File: src/rtl/piso_pkg.sv
// Shared types and constants for the parallel-in/serial-out transmitter.
// The PARITY encoding stays reserved even when PISO_PARITY_EN is not defined.
package piso_pkg;

    typedef enum logic [1:0] {
        IDLE   = 2'd0,
        SHIFT  = 2'd1,
        PARITY = 2'd2
    } piso_state_t;

    localparam int PISO_WIDTH_DEF = 8;

endpackage

File: src/rtl/piso_bit_cnt.sv
// Loadable down-counter that tracks the remaining frame bits.
// Exposes only a terminal-count flag, so the FSM never handles count values directly.
module piso_bit_cnt #(
    parameter int CW = 3
) (
    input  logic          clk,
    input  logic          reset,
    input  logic          load,
    input  logic [CW-1:0] load_val,
    input  logic          dec,
    output logic          zero
);

    logic [CW-1:0] cnt;

    // Load takes priority; decrement stops at zero so the count never wraps.
    always_ff @(posedge clk or posedge reset) begin
        if (reset) begin
            cnt <= '0;
        end else if (load) begin
            cnt <= load_val;
        end else if (dec && (cnt != '0)) begin
            cnt <= cnt - 1'b1;
        end
    end

    // Terminal-count compare.
    assign zero = (cnt == '0);

endmodule

File: src/rtl/piso_shifter.sv
// Parallel-in, serial-out shift transmitter, MSB-first (dir=0) or LSB-first (dir=1).
// Optional even-parity trailer bit: define PISO_PARITY_EN.
//
//   state  | meaning
//   -------+-----------------------------------------------------
//   IDLE   | load_ready=1, waiting for load_valid
//   SHIFT  | driving data bits on sout, one per clock
//   PARITY | driving the even-parity bit (PISO_PARITY_EN only)
module piso_shifter
    import piso_pkg::*;
#(
    parameter int WIDTH = PISO_WIDTH_DEF
) (
    input  logic             clk,
    input  logic             reset,
    input  logic             load_valid,
    output logic             load_ready,
    input  logic [WIDTH-1:0] din,
    input  logic             dir,
    output logic             sout,
    output logic             sout_valid,
    output logic             done
);

    localparam int CW = $clog2(WIDTH);

    piso_state_t      state, state_nxt;
    logic [WIDTH-1:0] shreg;
    logic             dir_q;
    logic             accept;
    logic             cnt_zero;

    // load_ready comes from state alone, so accept never loops back into it.
    assign accept = load_valid && (state == IDLE);

    piso_bit_cnt #(.CW(CW)) u_bit_cnt (
        .clk      (clk),
        .reset    (reset),
        .load     (accept),
        .load_val (CW'(WIDTH - 1)),
        .dec      (state == SHIFT),
        .zero     (cnt_zero)
    );

    // State register.
    always_ff @(posedge clk or posedge reset) begin
        if (reset) begin
            state <= IDLE;
        end else begin
            state <= state_nxt;
        end
    end

    // Capture the word and its bit order on accept; shift toward the output end while sending.
    always_ff @(posedge clk or posedge reset) begin
        if (reset) begin
            shreg <= '0;
            dir_q <= 1'b0;
        end else if (accept) begin
            shreg <= din;
            dir_q <= dir;
        end else if (state == SHIFT) begin
            shreg <= dir_q ? (shreg >> 1) : (shreg << 1);
        end
    end

`ifdef PISO_PARITY_EN
    logic par_q;

    // Even parity of the accepted word, sent after the last data bit.
    always_ff @(posedge clk or posedge reset) begin
        if (reset) begin
            par_q <= 1'b0;
        end else if (accept) begin
            par_q <= ^din;
        end
    end
`endif

    // Next state and registered-state output decode.
    always_comb begin
        state_nxt  = state;
        load_ready = 1'b0;
        sout       = 1'b0;
        sout_valid = 1'b0;
        done       = 1'b0;
        case (state)
            IDLE: begin
                load_ready = 1'b1;
                if (load_valid) begin
                    state_nxt = SHIFT;
                end
            end
            SHIFT: begin
                sout_valid = 1'b1;
                sout       = dir_q ? shreg[0] : shreg[WIDTH-1];
                if (cnt_zero) begin
`ifdef PISO_PARITY_EN
                    state_nxt = PARITY;
`else
                    done      = 1'b1;
                    state_nxt = IDLE;
`endif
                end
            end
            PARITY: begin
`ifdef PISO_PARITY_EN
                sout       = par_q;
                sout_valid = 1'b1;
                done       = 1'b1;
`endif
                state_nxt  = IDLE;
            end
            default: begin
                state_nxt = IDLE;
            end
        endcase
    end

endmodule

File: config.mk
export PLATFORM = sky130hd
export DESIGN_NAME = piso_shifter
export DESIGN_NICKNAME = d
export VERILOG_FILES = /design/src/rtl/piso_pkg.sv /design/src/rtl/piso_bit_cnt.sv /design/src/rtl/piso_shifter.sv
export SDC_FILE = /design/constraint.sdc
export NUM_CORES = 1
export LEC_CHECK = 0
export BUFFER_PORTS_ARGS = -buffer_cell sky130_fd_sc_hd__buf_2
export CELL_PAD_IN_SITES_DETAIL_PLACEMENT = 1
export CELL_PAD_IN_SITES_GLOBAL_PLACEMENT = 2
export CORE_ASPECT_RATIO = 0.75
export CORE_UTILIZATION = 35
export CTS_CLUSTER_DIAMETER = 80
export CTS_CLUSTER_SIZE = 16
export DETAILED_ROUTE_END_ITERATION = 7
export PLACE_DENSITY_LB_ADDON = 0.12
export SYNTH_ARGS = -nofsm -noshare
export SYNTH_HDL_FRONTEND = slang
export SYNTH_SLANG_ARGS = --single-unit
File: constraint.sdc
create_clock -name clk -period 2.3 [get_ports clk]
set_input_delay 0.575 -clock clk [delete_from_list [all_inputs] [get_ports clk]]
set_output_delay 0.575 -clock clk [all_outputs]
set_load 0.01 [all_outputs]
**Yosys cells after proc, flatten, opt, wreduce, memory -nomap -nowiden**

Cells that the tools add are included.

- Muxes and demuxes: 14
- Reduce and logical (&&, ||, !) cells: 8
- Equality and inequality tests: 3
- Add/sub/neg operators: 1

Operator list:

| operator | count |
|---|---|
| $mux 8 | 3 |
| $mux 1 | 6 |
| $mux 3 | 2 |
| $mux 2 | 2 |
| $ne 2x2->1 const B | 2 |
| $pmux 2 s2 | 1 |
| $reduce_bool 2->1 | 2 |
| $logic_not 3->1 | 1 |
| $reduce_bool 3->1 | 1 |
| $sub 3x1->3 const B | 1 |
| $eq 2x1->1 const B | 1 |
| $logic_and 1x1->1 | 2 |
| $logic_not 2->1 | 1 |
| $reduce_and 2->1 | 1 |

- Register bits: 14
- Input bits: 12
- Word-level logic and storage cells: 30
- Output and inout bits: 4

**Depth between registers and ports, before layout**

Gate-level depths: netlist (run 1).

- Word-level depth: 4
- Gate-level depth with buffers: 5
- Gate-level depth less buffers: 5

**Hierarchy**

A second synthesis (run 1) with hierarchy kept.

- Cells, all modules: 67
- Area, all modules: 762.0 um2

Modules (own cells, without submodules):

| module | instances | seq. area each (um2) | cells each | area each (um2) |
|---|---|---|---|---|
| piso_shifter | 1 | 250.2 | 47 | 568.0 |
| piso_bit_cnt | 1 | 75.1 | 20 | 193.9 |

**Worst setup path before layout (run 1)**

OpenSTA, ideal clock, no wires.

- Path type: register to output
- Start point: register state[0]
- End point: output sout
- Required time: 1725 ps
- Path slack: 732 ps
- Arrival time: 993 ps
- Cell stages (with the launch flop): 5
- Path through: dfrtp_1 -> buf_4 -> buf_6 -> inv_2 -> nor2_1

- Cells in the longest elaborated chain, start to end: 2

RTL lines:

| what | RTL line | RTL |
|---|---|---|
| start: declaration | piso_shifter.sv:27 | `piso_state_t state, state_nxt;` |
| start signal: assignment | piso_shifter.sv:50 | `state <= state_nxt;` |
| $eq 2x1->1 | piso_shifter.sv:87 | `case (state)` |
| $mux 1 | piso_shifter.sv:87 |  |
| end: declaration | piso_shifter.sv:20 | `output logic sout,` |

Every way passes these cells.

**Worst setup path after layout (run 1)**

- Start point: register u_bit_cnt.cnt[0]
- End point: output done

- Cells in the longest elaborated chain, start to end: 3

RTL lines:

| what | RTL line | RTL |
|---|---|---|
| start: declaration | piso_bit_cnt.sv:14 | `logic [CW-1:0] cnt;` |
| start signal: assignment | piso_bit_cnt.sv:21 | `cnt <= load_val;` |
| start signal: assignment | piso_bit_cnt.sv:23 | `cnt <= cnt - 1'b1;` |
| $logic_not 3->1 | piso_bit_cnt.sv:28 | `assign zero = (cnt == '0);` |
| $mux 1 | piso_shifter.sv:97 | `if (cnt_zero) begin` |
| $mux 1 | piso_shifter.sv:87 |  |
| end: declaration | piso_shifter.sv:22 | `output logic done` |

Every way passes these cells.

==> impl_metrics.toml, run 1 <==
[detailed_routing]
dr.pass1.iters = 3
drc = 0
routed_via_density = 5.07
routedWlPerCell_um = 14.0
drt_wl_total_um = 1500
detail-route-antenna-nets = 0
first_iter_violations = 5
vias = 542

[logic_synthesis]
synthDistinctLibCells = 26
yosys_register_bits = 13
yosysWarnings = 0
syn_area_per_cell_sq_um = 10.7
synth_area_sq_um = 729
synth_fp_nets = 82
synth_cells = 68
ys_seq_area_share_pct = 44.6

[critical_path]
crit_path_top_delay_cell = "dfrtp_1"
r2r_cells = 3
critPathKind = "flop to output pin"
worstPathCellList = "inv_1, ha_1, and3b_1, buf_2"
end_kind = "output pin"
r2r-end = "dir_q"
worstReg2RegStart = "state[0]"
worstPathMaxFanout = 3
cp.arrival_ps = 1320
endpoint = "done"
critPathLaunchType = "flop"
cp-startpoint = "u_bit_cnt.cnt[0]"
r2r_slack_ps = 930
crit_required_ps = 1730
slowest_delay_ps = 400

[die]
dieArea_sq_um = 2270
die_x_um = 54.7
core_area_sq_um = 1840
rows = 13
die_h_um = 41.5
ios = 16
start_util_pct = 39.7

[worst_hold_path]
worstHoldPathType = "input pin to asynchronous set/reset pin"

[cts]
cts.hold.buffers_added = 0
cts_made_buffers = 3
cts_root_buf = "clkbuf_4"
clk_latency_ps = 270
h-tree-depth = 1
postCtsSetupRepairBufs = 0
clk_pin_slew_ps = 80
cts_sinks = 13
cts.repair.resized = 0
ctsLongestPathBuffers = 2
cts_tree = "yes"

[flow_run]
maxCapViolCount = 0

[sta]
max_slew_margin_pct = 65.1
finalHoldViolCount = 0
clock.fmax_mhz = 528
finalCriticalPeriod_ps = 1900
worst_pin_slew_ps = 523
grt_setup_unrepaired = "false"
slew_violations = 0
setup_violations = 0
fin_crit_sh_pct = 82.4
setup_tns_ps = 0
finClkSkew_ps = 3.84

[final_layout]
layout.nets = 100
area_delta_synth_final_pct = 14.9
n_antenna_cell = 0
drive_gt1_share_pct = 30.6

[global_routing]
grt_pass1_vias = 489
grt_pass1_wl_um = 2420
track_usage_pct = 15.4
grt_overflow = 0
grt_antenna_before_repair = 0
grt_max_degree = 18

[power]
total_power_uw = 1140
ir_drop_mv = 0.740
power_leakage_uw = 0.000407
powerDensity_nw_per_um2 = 1360

[placed_design]
hpwlAfterDp_um = 1160
routabilityCongestion = 0.734
port_buffers = 15

[run_status]
status = "completed"
## metrics by stage
step / worst slack, ps / util (%) / std cells / hold slack (ps) / cell area (sq um)
final: 405 / 45.6 / 107 / 319 / 838
after global routing: 313 / 45.6 / 107 / 361 / 838
after CTS: 386 / 45.6 / 107 / 330 / 838
after detailed placement: 697 / 44.2 / 103 / 489 / 812
after global placement: 718 / 44.2 / 103 / 484 / 812
after floorplan: 732 / - / 68 / 452 / 729
## state kept, by name, indices dropped and copies added, names as in the netlist
name	count
state	1
u_bit_cnt.cnt	3
dir_q	1
shreg	8
## placed cells by master (no fill, tap or decap), types with 3 or more instances in the layout
cell type,count
mux2i_1,9
nor2b_1,6
a21oi_1,6
a211oi_1,5
inv_1,3
buf_2,15
dfrtp_1,13
clkbuf_4,3
nand3_1,3
## worst max-delay path: cells and delay by family (launching register included)
| family | cells | cell delay, ps |
|---|---|---|
| adders and majority gates | 1 | 190 |
| DFF | 1 | 400 |
| and+or+nand+nor | 1 | 230 |
| buffers and inverters | 2 | 230 |
## layer usage
metal | GRT usage (%) | wire length [um] | part of all wire (%)
met1 | 23.1 | 802 | 53
met2 | 20.0 | 608 | 41
met3 | 7.69 | 81 | 5.4
met4 | 1.54 | 9 | 0.60
met5 | 0 | 0 | 0
## cell type report
class | instances | area (sq um)
Fill cell | 226 | 1000
Multi-Input combinational cell | 47 | 354
Sequential cell | 13 | 325
Timing Repair Buffer | 17 | 90.1
Tap cell | 22 | 27.5
Clock buffer | 4 | 26.3
Inverter | 4 | 15.0
## logic make-up (layout without fill, tap and decap cells)
| kind of cell | Yosys count | after routing | share of synthesized area (%) |
|---|---|---|---|
| flip-flops | 13 | 13 | 44.6 |
| buffers and inverters | 8 | 25 | 6.86 |
| AND/OR/NAND/NOR | 18 | 18 | 15.6 |
| AO/OA/AOI/OAI | 17 | 17 | 15.6 |
| adder cells (fa/ha/maj) | 2 | 2 | 3.43 |
| multiplexers | 10 | 10 | 13.9 |
## cells in the mapped netlist
cell type / count / area [sq um]
nand2_1: 1 / 3.75
a21oi_1: 6 / 30.0
nor2_4: 1 / 11.3
nand3_1: 3 / 15.0
inv_2: 1 / 3.75
nand3b_1: 1 / 7.51
mux2i_1: 9 / 90.1
a211o_1: 1 / 8.76
nor3_1: 1 / 5.00
nor2_1: 1 / 3.75
inv_1: 3 / 11.3
a211oi_2: 1 / 12.5
buf_2: 1 / 5.00
ha_1: 2 / 25.0
a211oi_1: 5 / 37.5
o21ai_1: 2 / 10.0
buf_6: 2 / 22.5
dfrtp_1: 13 / 325
o21a_1: 2 / 15.0
buf_4: 1 / 7.51
nor2b_2: 1 / 8.76
nand2b_1: 1 / 6.26
mux2_2: 1 / 11.3
nor2_2: 1 / 6.26
nor2b_1: 6 / 37.5
and3b_1: 1 / 8.76
## power by group
group / switching, uW / internal (uW)
Combinational: 270 / 274
Sequential: 104 / 349
Clock: 74.7 / 67.2
## how the worst min path moves through the flow
stage                        to              from  cells after the start
2_1_floorplan             dir_q             reset                      1
3_3_place_gp   u_bit_cnt.cnt[1]  u_bit_cnt.cnt[1]                      1
6_report               state[0]             reset                      2
4_1_cts                state[0]             reset                      2
5_1_grt                state[0]             reset                      2
3_5_place_dp   u_bit_cnt.cnt[1]  u_bit_cnt.cnt[1]                      1
(Power assumes the default switching activity.)
==> inputs of run 2 (changes only) <==
--- a/config.mk
+++ b/config.mk
@@ -5,11 +5,12 @@
 export SDC_FILE = /design/constraint.sdc
 export NUM_CORES = 1
 export LEC_CHECK = 0
+export ABC_AREA = 1
 export BUFFER_PORTS_ARGS = -buffer_cell sky130_fd_sc_hd__buf_2
 export CELL_PAD_IN_SITES_DETAIL_PLACEMENT = 1
 export CELL_PAD_IN_SITES_GLOBAL_PLACEMENT = 2
 export CORE_ASPECT_RATIO = 0.75
-export CORE_UTILIZATION = 35
+export CORE_UTILIZATION = 25
 export CTS_CLUSTER_DIAMETER = 80
 export CTS_CLUSTER_SIZE = 16
 export DETAILED_ROUTE_END_ITERATION = 7
==> constraint.sdc (replaced) <==
create_clock -name clk -period 1.6 [get_ports clk]
set_input_delay 0.4 -clock clk [delete_from_list [all_inputs] [get_ports clk]]
set_output_delay 0.4 -clock clk [all_outputs]
set_load 0.01 [all_outputs]
==> run 2 against run 1 <==
Final area rose by 9.9%. Highest routed layer is now met3. Critical path depth rose by 1. Core utilization fell by 12 points. Setup slack got worse by 330 ps. Synthesized area rose by 2.1%. Flip-flop and latch count did not move.
==> impl_metrics.toml, run 2 <==
[placed_design]
port_buffers = 15
placed_cells = 154
hpwlAfterDp_um = 1340
routabilityCongestion = 0.726
placed_cell_area_sq_um = 853

[cts]
ctsLongestPathBuffers = 2
cts.hold.buffers_added = 0
cts_sinks = 13
clk_pin_slew_ps = 60
h-tree-depth = 1
clk_latency_ps = 240
cts_made_buffers = 3
cts_tree = "yes"
cts_root_buf = "clkbuf_8"

[power]
swShare_pct = 42.6
pwr-share-clk_pct = 16.2
power_leakage_uw = 0.000539
power_frac_seq_pct = 36.6
powerDensity_nw_per_um2 = 1950
intPower_uw = 1030
switchingPower_uw = 766
ir_drop_mv = 0.532
comb_power_share_pct = 47.2

[final_layout]
fin_cells = 160
layout.nets = 139
final_common_cell = "nand2_1"
largest_reg_flops = 8
mostFrequentLayoutCells = "nand2_1, nand3_1, inv_1, buf_2, dfrtp_1"
n_antenna_cell = 0
regMostFlops = "shreg"
area_delta_synth_final_pct = 23.7
fin_area_sq_um = 921
drive_gt1_share_pct = 25.8
finish.utilization_pct = 33.8
largestRegisters = "shreg (8), u_bit_cnt.cnt (3)"

[global_routing]
grt_overflow = 0
grt_pass1_wl_um = 2900
grt_max_degree = 14
grt_pass1_vias = 630
track_usage_pct = 12.1
grt_antenna_before_repair = 0

[critical_path]
r2r_cells = 6
r2r_slack_ps = 490
critPathKind = "flop to output pin"
critPathLaunchType = "flop"
crit_required_ps = 1200
cp.arrival_ps = 1120
worstReg2RegStart = "u_bit_cnt.cnt[0]"
end_kind = "output pin"
r2r-end = "u_bit_cnt.cnt[1]"
worstPathMaxFanout = 3

[die]
start_util_pct = 27.3
core_area_sq_um = 2720
rows = 16
ios = 16
die_h_um = 49.3
dieArea_sq_um = 3200
die_x_um = 65.0

[logic_synthesis]
syn_area_per_cell_sq_um = 7.16
yosysWarnings = 0
synth_cells = 104
async_flop_share_pct = 100
synthTopCellsByCount = "nand2_1, nand3_1, inv_1, dfrtp_1, inv_2"
synth.most_common_cell = "nand2_1"
synth_fp_nets = 118
synth_ff_type = "dfrtp_1"
synthDistinctLibCells = 15
synth_top_area_share_pct = 43.7
synth-edff-count = 0
synth_area_sq_um = 744
yosys.area.top_type = "dfrtp_1"
ys_seq_area_share_pct = 43.7
synthTopCellsByArea = "dfrtp_1, nand2_1, nand3_1"
yosys_register_bits = 13

[sta]
slew_violations = 0
finalHoldViolCount = 0
max_slew_margin_pct = 64.4
clock.fmax_mhz = 656
setup_tns_ps = 0
holdWs_ps = 188
finalCriticalPeriod_ps = 1520
setup_violations = 0
worst_pin_slew_ps = 533
finClkSkew_ps = 3.76
fin_crit_sh_pct = 95.3

[detailed_routing]
drc = 0
dr.pass1.iters = 4
routedWlPerCell_um = 10.9
vias = 677
drt_wl_total_um = 1750
first_iter_violations = 22
detail-route-antenna-nets = 0
routed_via_density = 4.23

[worst_hold_path]
worstHoldPathType = "input pin to asynchronous set/reset pin"

[run_status]
status = "completed"

[flow_run]
maxCapViolCount = 0
## run 2: timing repair
| action | in CTS | in global routing |
|---|---|---|
| pin swaps | 1 | 0 |
| buffers inserted | 0 | 2 |
| resized for setup | 3 | 1 |
| setup endpoints to repair | 2 | 2 |
## run 2: worst max-delay path: stages, from the launching register on
cell and delay (ps):
dfrtp_1 400, inv_2 70, ha_1 160, nand3_2 80, inv_1 60, buf_2 120
## run 2: power groups by stage
stage          sequential, uW  combinational [uW]  clock [uW]
6_report                  658                 849         292
3_5_place_dp              657                 835           0
4_1_cts                   659                 846         307
3_3_place_gp              648                 845           0
2_1_floorplan             590                 681           0
5_1_grt                   687                 999         319
## run 2: cell families after synthesis
| kind of cell | Yosys count | share of synthesized area, % |
|---|---|---|
| AOI/OAI and AO/OA | 5 | 3.70 |
| adders and majority gates | 2 | 3.36 |
| buffers and inverters | 22 | 12.6 |
| DFF | 13 | 43.7 |
| and+or+nand+nor | 62 | 36.6 |
## run 2: cell type report
cell class	count	area, sq um
Multi-Input combinational cell	69	330
Fill cell	369	1800
Timing Repair Buffer	18	97.6
Sequential cell	13	328
Inverter	20	75.1
Clock buffer	4	45.0
Tap cell	36	45.0
## run 2: per-stage QoR
| stage | power (uW) | setup WS [ps] |
|---|---|---|
| 2_1_floorplan | 1270 | 342 |
| 3_3_place_gp | 1490 | 246 |
| 3_5_place_dp | 1490 | 188 |
| 4_1_cts | 1810 | 4.31 |
| 5_1_grt | 2000 | -14.3 |
| 6_report | 1800 | 75.7 |
## run 2: how the worst max path moves through the flow
stage                           startpoint    to  slack [ps]  cells after the start
after floorplan                   state[0]  sout         340                      3
after global routing      u_bit_cnt.cnt[0]  done         -10                      5
after global placement    u_bit_cnt.cnt[0]  done         250                      5
after CTS                 u_bit_cnt.cnt[0]  done           4                      5
final                     u_bit_cnt.cnt[0]  done          80                      5
after detailed placement  u_bit_cnt.cnt[0]  done         190                      5
## run 2: routing by layer
layer | track usage, % | part of all wire, % | up-vias
met2 | 17.4 | 41 | 15
li1 | - | - | 356
met5 | 0 | 0 | -
met4 | 2.17 | 0 | 0
met1 | 17.4 | 54 | 306
met3 | 4.21 | 5.0 | 0
==> inputs of run 3 (changes only) <==
--- a/config.mk
+++ b/config.mk
@@ -10,7 +10,7 @@
 export CELL_PAD_IN_SITES_DETAIL_PLACEMENT = 1
 export CELL_PAD_IN_SITES_GLOBAL_PLACEMENT = 2
 export CORE_ASPECT_RATIO = 0.75
-export CORE_UTILIZATION = 25
+export CORE_UTILIZATION = 30
 export CTS_CLUSTER_DIAMETER = 80
 export CTS_CLUSTER_SIZE = 16
 export DETAILED_ROUTE_END_ITERATION = 7
==> constraint.sdc (replaced) <==
create_clock -name clk -period 1.8 [get_ports clk]
set_input_delay 0.45 -clock clk [delete_from_list [all_inputs] [get_ports clk]]
set_output_delay 0.45 -clock clk [all_outputs]
set_load 0.01 [all_outputs]
==> run 3 against run 2 <==
First-iteration DRC count shrank 4.5%. Combinational power shrank 12%. Flip-flop and latch count is the same. Final cell count shrank 2.5%. Power shrank 15%. Critical path depth is the same. Sequential share of layout area grew 1.2 points. Global-route usage grew 3.4 points. Via count shrank 1.3%. Die area shrank 16%. Critical endpoint unchanged. Largest cell class unchanged.
==> impl_metrics.toml, run 3 (same netlist as run 2, synthesis figures left out) <==
[final_layout]
final_common_cell = "nand2_1"
regMostFlops = "shreg"
largestRegisters = "shreg (8), u_bit_cnt.cnt (3)"
mostFrequentLayoutCells = "nand2_1, nand3_1, inv_1"
fin_cells = 156
largest_reg_flops = 8
finish.utilization_pct = 38.0
layout.nets = 137
n_antenna_cell = 0
area_delta_synth_final_pct = 18.7
drive_gt1_share_pct = 23.0

[die]
die_x_um = 59.5
ios = 16
core_area_sq_um = 2330
die_h_um = 45.1
start_util_pct = 32.0
rows = 15
dieArea_sq_um = 2690

[critical_path]
crit_path_top_delay_cell = "dfrtp_1"
end_kind = "output pin"
worstReg2RegStart = "state[0]"
worstPathCellList = "inv_1, ha_1, nand3_2, inv_1, buf_2"
r2r-end = "shreg[7]"
cp_top_family = "flip-flops"
crit_top_cell = "inv_1"
worstPathMaxFanout = 5
critPathLaunchType = "flop"
slowest_delay_ps = 410
r2r_cells = 6
r2r_slack_ps = 540
critPathKind = "flop to output pin"
critPathBufInv = 3
cp.arrival_ps = 1250
crit_required_ps = 1350

[cts]
h-tree-depth = 1
cts_tree = "yes"
cts.repair.resized = 0
cts.hold.buffers_added = 0
cts_sinks = 13
clk_latency_ps = 290
clk_pin_slew_ps = 90
cts_root_buf = "clkbuf_4"
cts_made_buffers = 3
postCtsSetupRepairBufs = 0
ctsLongestPathBuffers = 2

[placed_design]
routabilityCongestion = 0.790
placed_cells = 152
hpwlAfterDp_um = 1350
place_worst_setup_slack_ps = 354
port_buffers = 15

[sta]
clock.fmax_mhz = 588
worst_pin_slew_ps = 530
max_slew_margin_pct = 64.6
final.setup.worst_slack_ps = 100
finalCriticalPeriod_ps = 1700
finalHoldViolCount = 0
fin_crit_sh_pct = 94.4
slew_violations = 0
finClkSkew_ps = 3.86
setup_violations = 0

[global_routing]
grt_pass1_vias = 645
grt_max_degree = 14
grt_antenna_before_repair = 0
grt_overflow = 0
track_usage_pct = 15.5
grt_pass1_wl_um = 2990

[power]
power_leakage_uw = 0.000528
pwr-share-clk_pct = 12.8
intPower_uw = 821
ir_drop_mv = 0.476
power_frac_seq_pct = 38.0
swShare_pct = 46.1
comb_power_share_pct = 49.2
switchingPower_uw = 702
powerDensity_nw_per_um2 = 1720

[detailed_routing]
drt_wl_total_um = 1800
vias = 668
dr.pass1.iters = 4
routed_via_density = 4.28
first_iter_violations = 21
drc = 0
detail-route-antenna-nets = 0
routedWlPerCell_um = 11.5

[run_status]
status = "completed"

[worst_hold_path]
worstHoldPathType = "input pin to asynchronous set/reset pin"

[flow_run]
maxCapViolCount = 0
run 3: cell types whose count changed in the layout (fill, tap and decap cells not counted), sizes merged:
cell / change
clkbuf: -1
clkinv: +1
buf: -2
run 3: worst register-to-register path, delay by kind of cell, from the launching register on:
family,cells,cell delay [ps]
buffers and inverters,3,470
flip-flops,1,490
AND/OR/NAND/NOR,3,230
run 3: cell type report:
cell class,count,area [sq um]
flip-flops and latches,13,325
clock inverters,1,5.00
repair buffers,16,82.6
well taps,34,42.5
clock buffers,3,22.5
multi-input cells,69,330
fillers,337,1440
inverters,20,75.1
run 3: stage by stage:
| step | total power [uW] | hold WS [ps] | TNS (ps) | cell area, sq um |
|---|---|---|---|---|
| after floorplan | 1130 | 327 | 0 | 744 |
| after global placement | 1320 | 457 | 0 | 851 |
| after detailed placement | 1340 | 485 | 0 | 851 |
| after CTS | 1540 | 207 | 0 | 878 |
| after global routing | 1710 | 216 | -4.19 | 883 |
| final | 1520 | 180 | 0 | 883 |
run 3: how the worst max path moves through the flow:
stage	to	cells past startpoint	startpoint	slack (ps)
after floorplan	sout	3	state[0]	490
after global placement	done	5	u_bit_cnt.cnt[0]	410
after detailed placement	done	5	u_bit_cnt.cnt[0]	350
after CTS	done	5	u_bit_cnt.cnt[0]	20
after global routing	done	5	u_bit_cnt.cnt[0]	-4
final	done	5	u_bit_cnt.cnt[0]	100
run 3: layer usage:
| metal | track usage [%] | vias to the layer above | wire length [um] |
|---|---|---|---|
| li1 | - | 354 | - |
| met1 | 22.6 | 299 | 1010 |
| met2 | 21.3 | 15 | 695 |
| met3 | 5.44 | 0 | 88 |
| met4 | 4.19 | 0 | 0 |
| met5 | 0 | - | 0 |
run 3: power by group through the flow:
stage	clock network, uW	logic [uW]	registers, uW
after global routing	218	886	602
after CTS	202	762	580
after floorplan	0	606	524
final	195	749	579
after detailed placement	0	756	586
after global placement	0	744	576
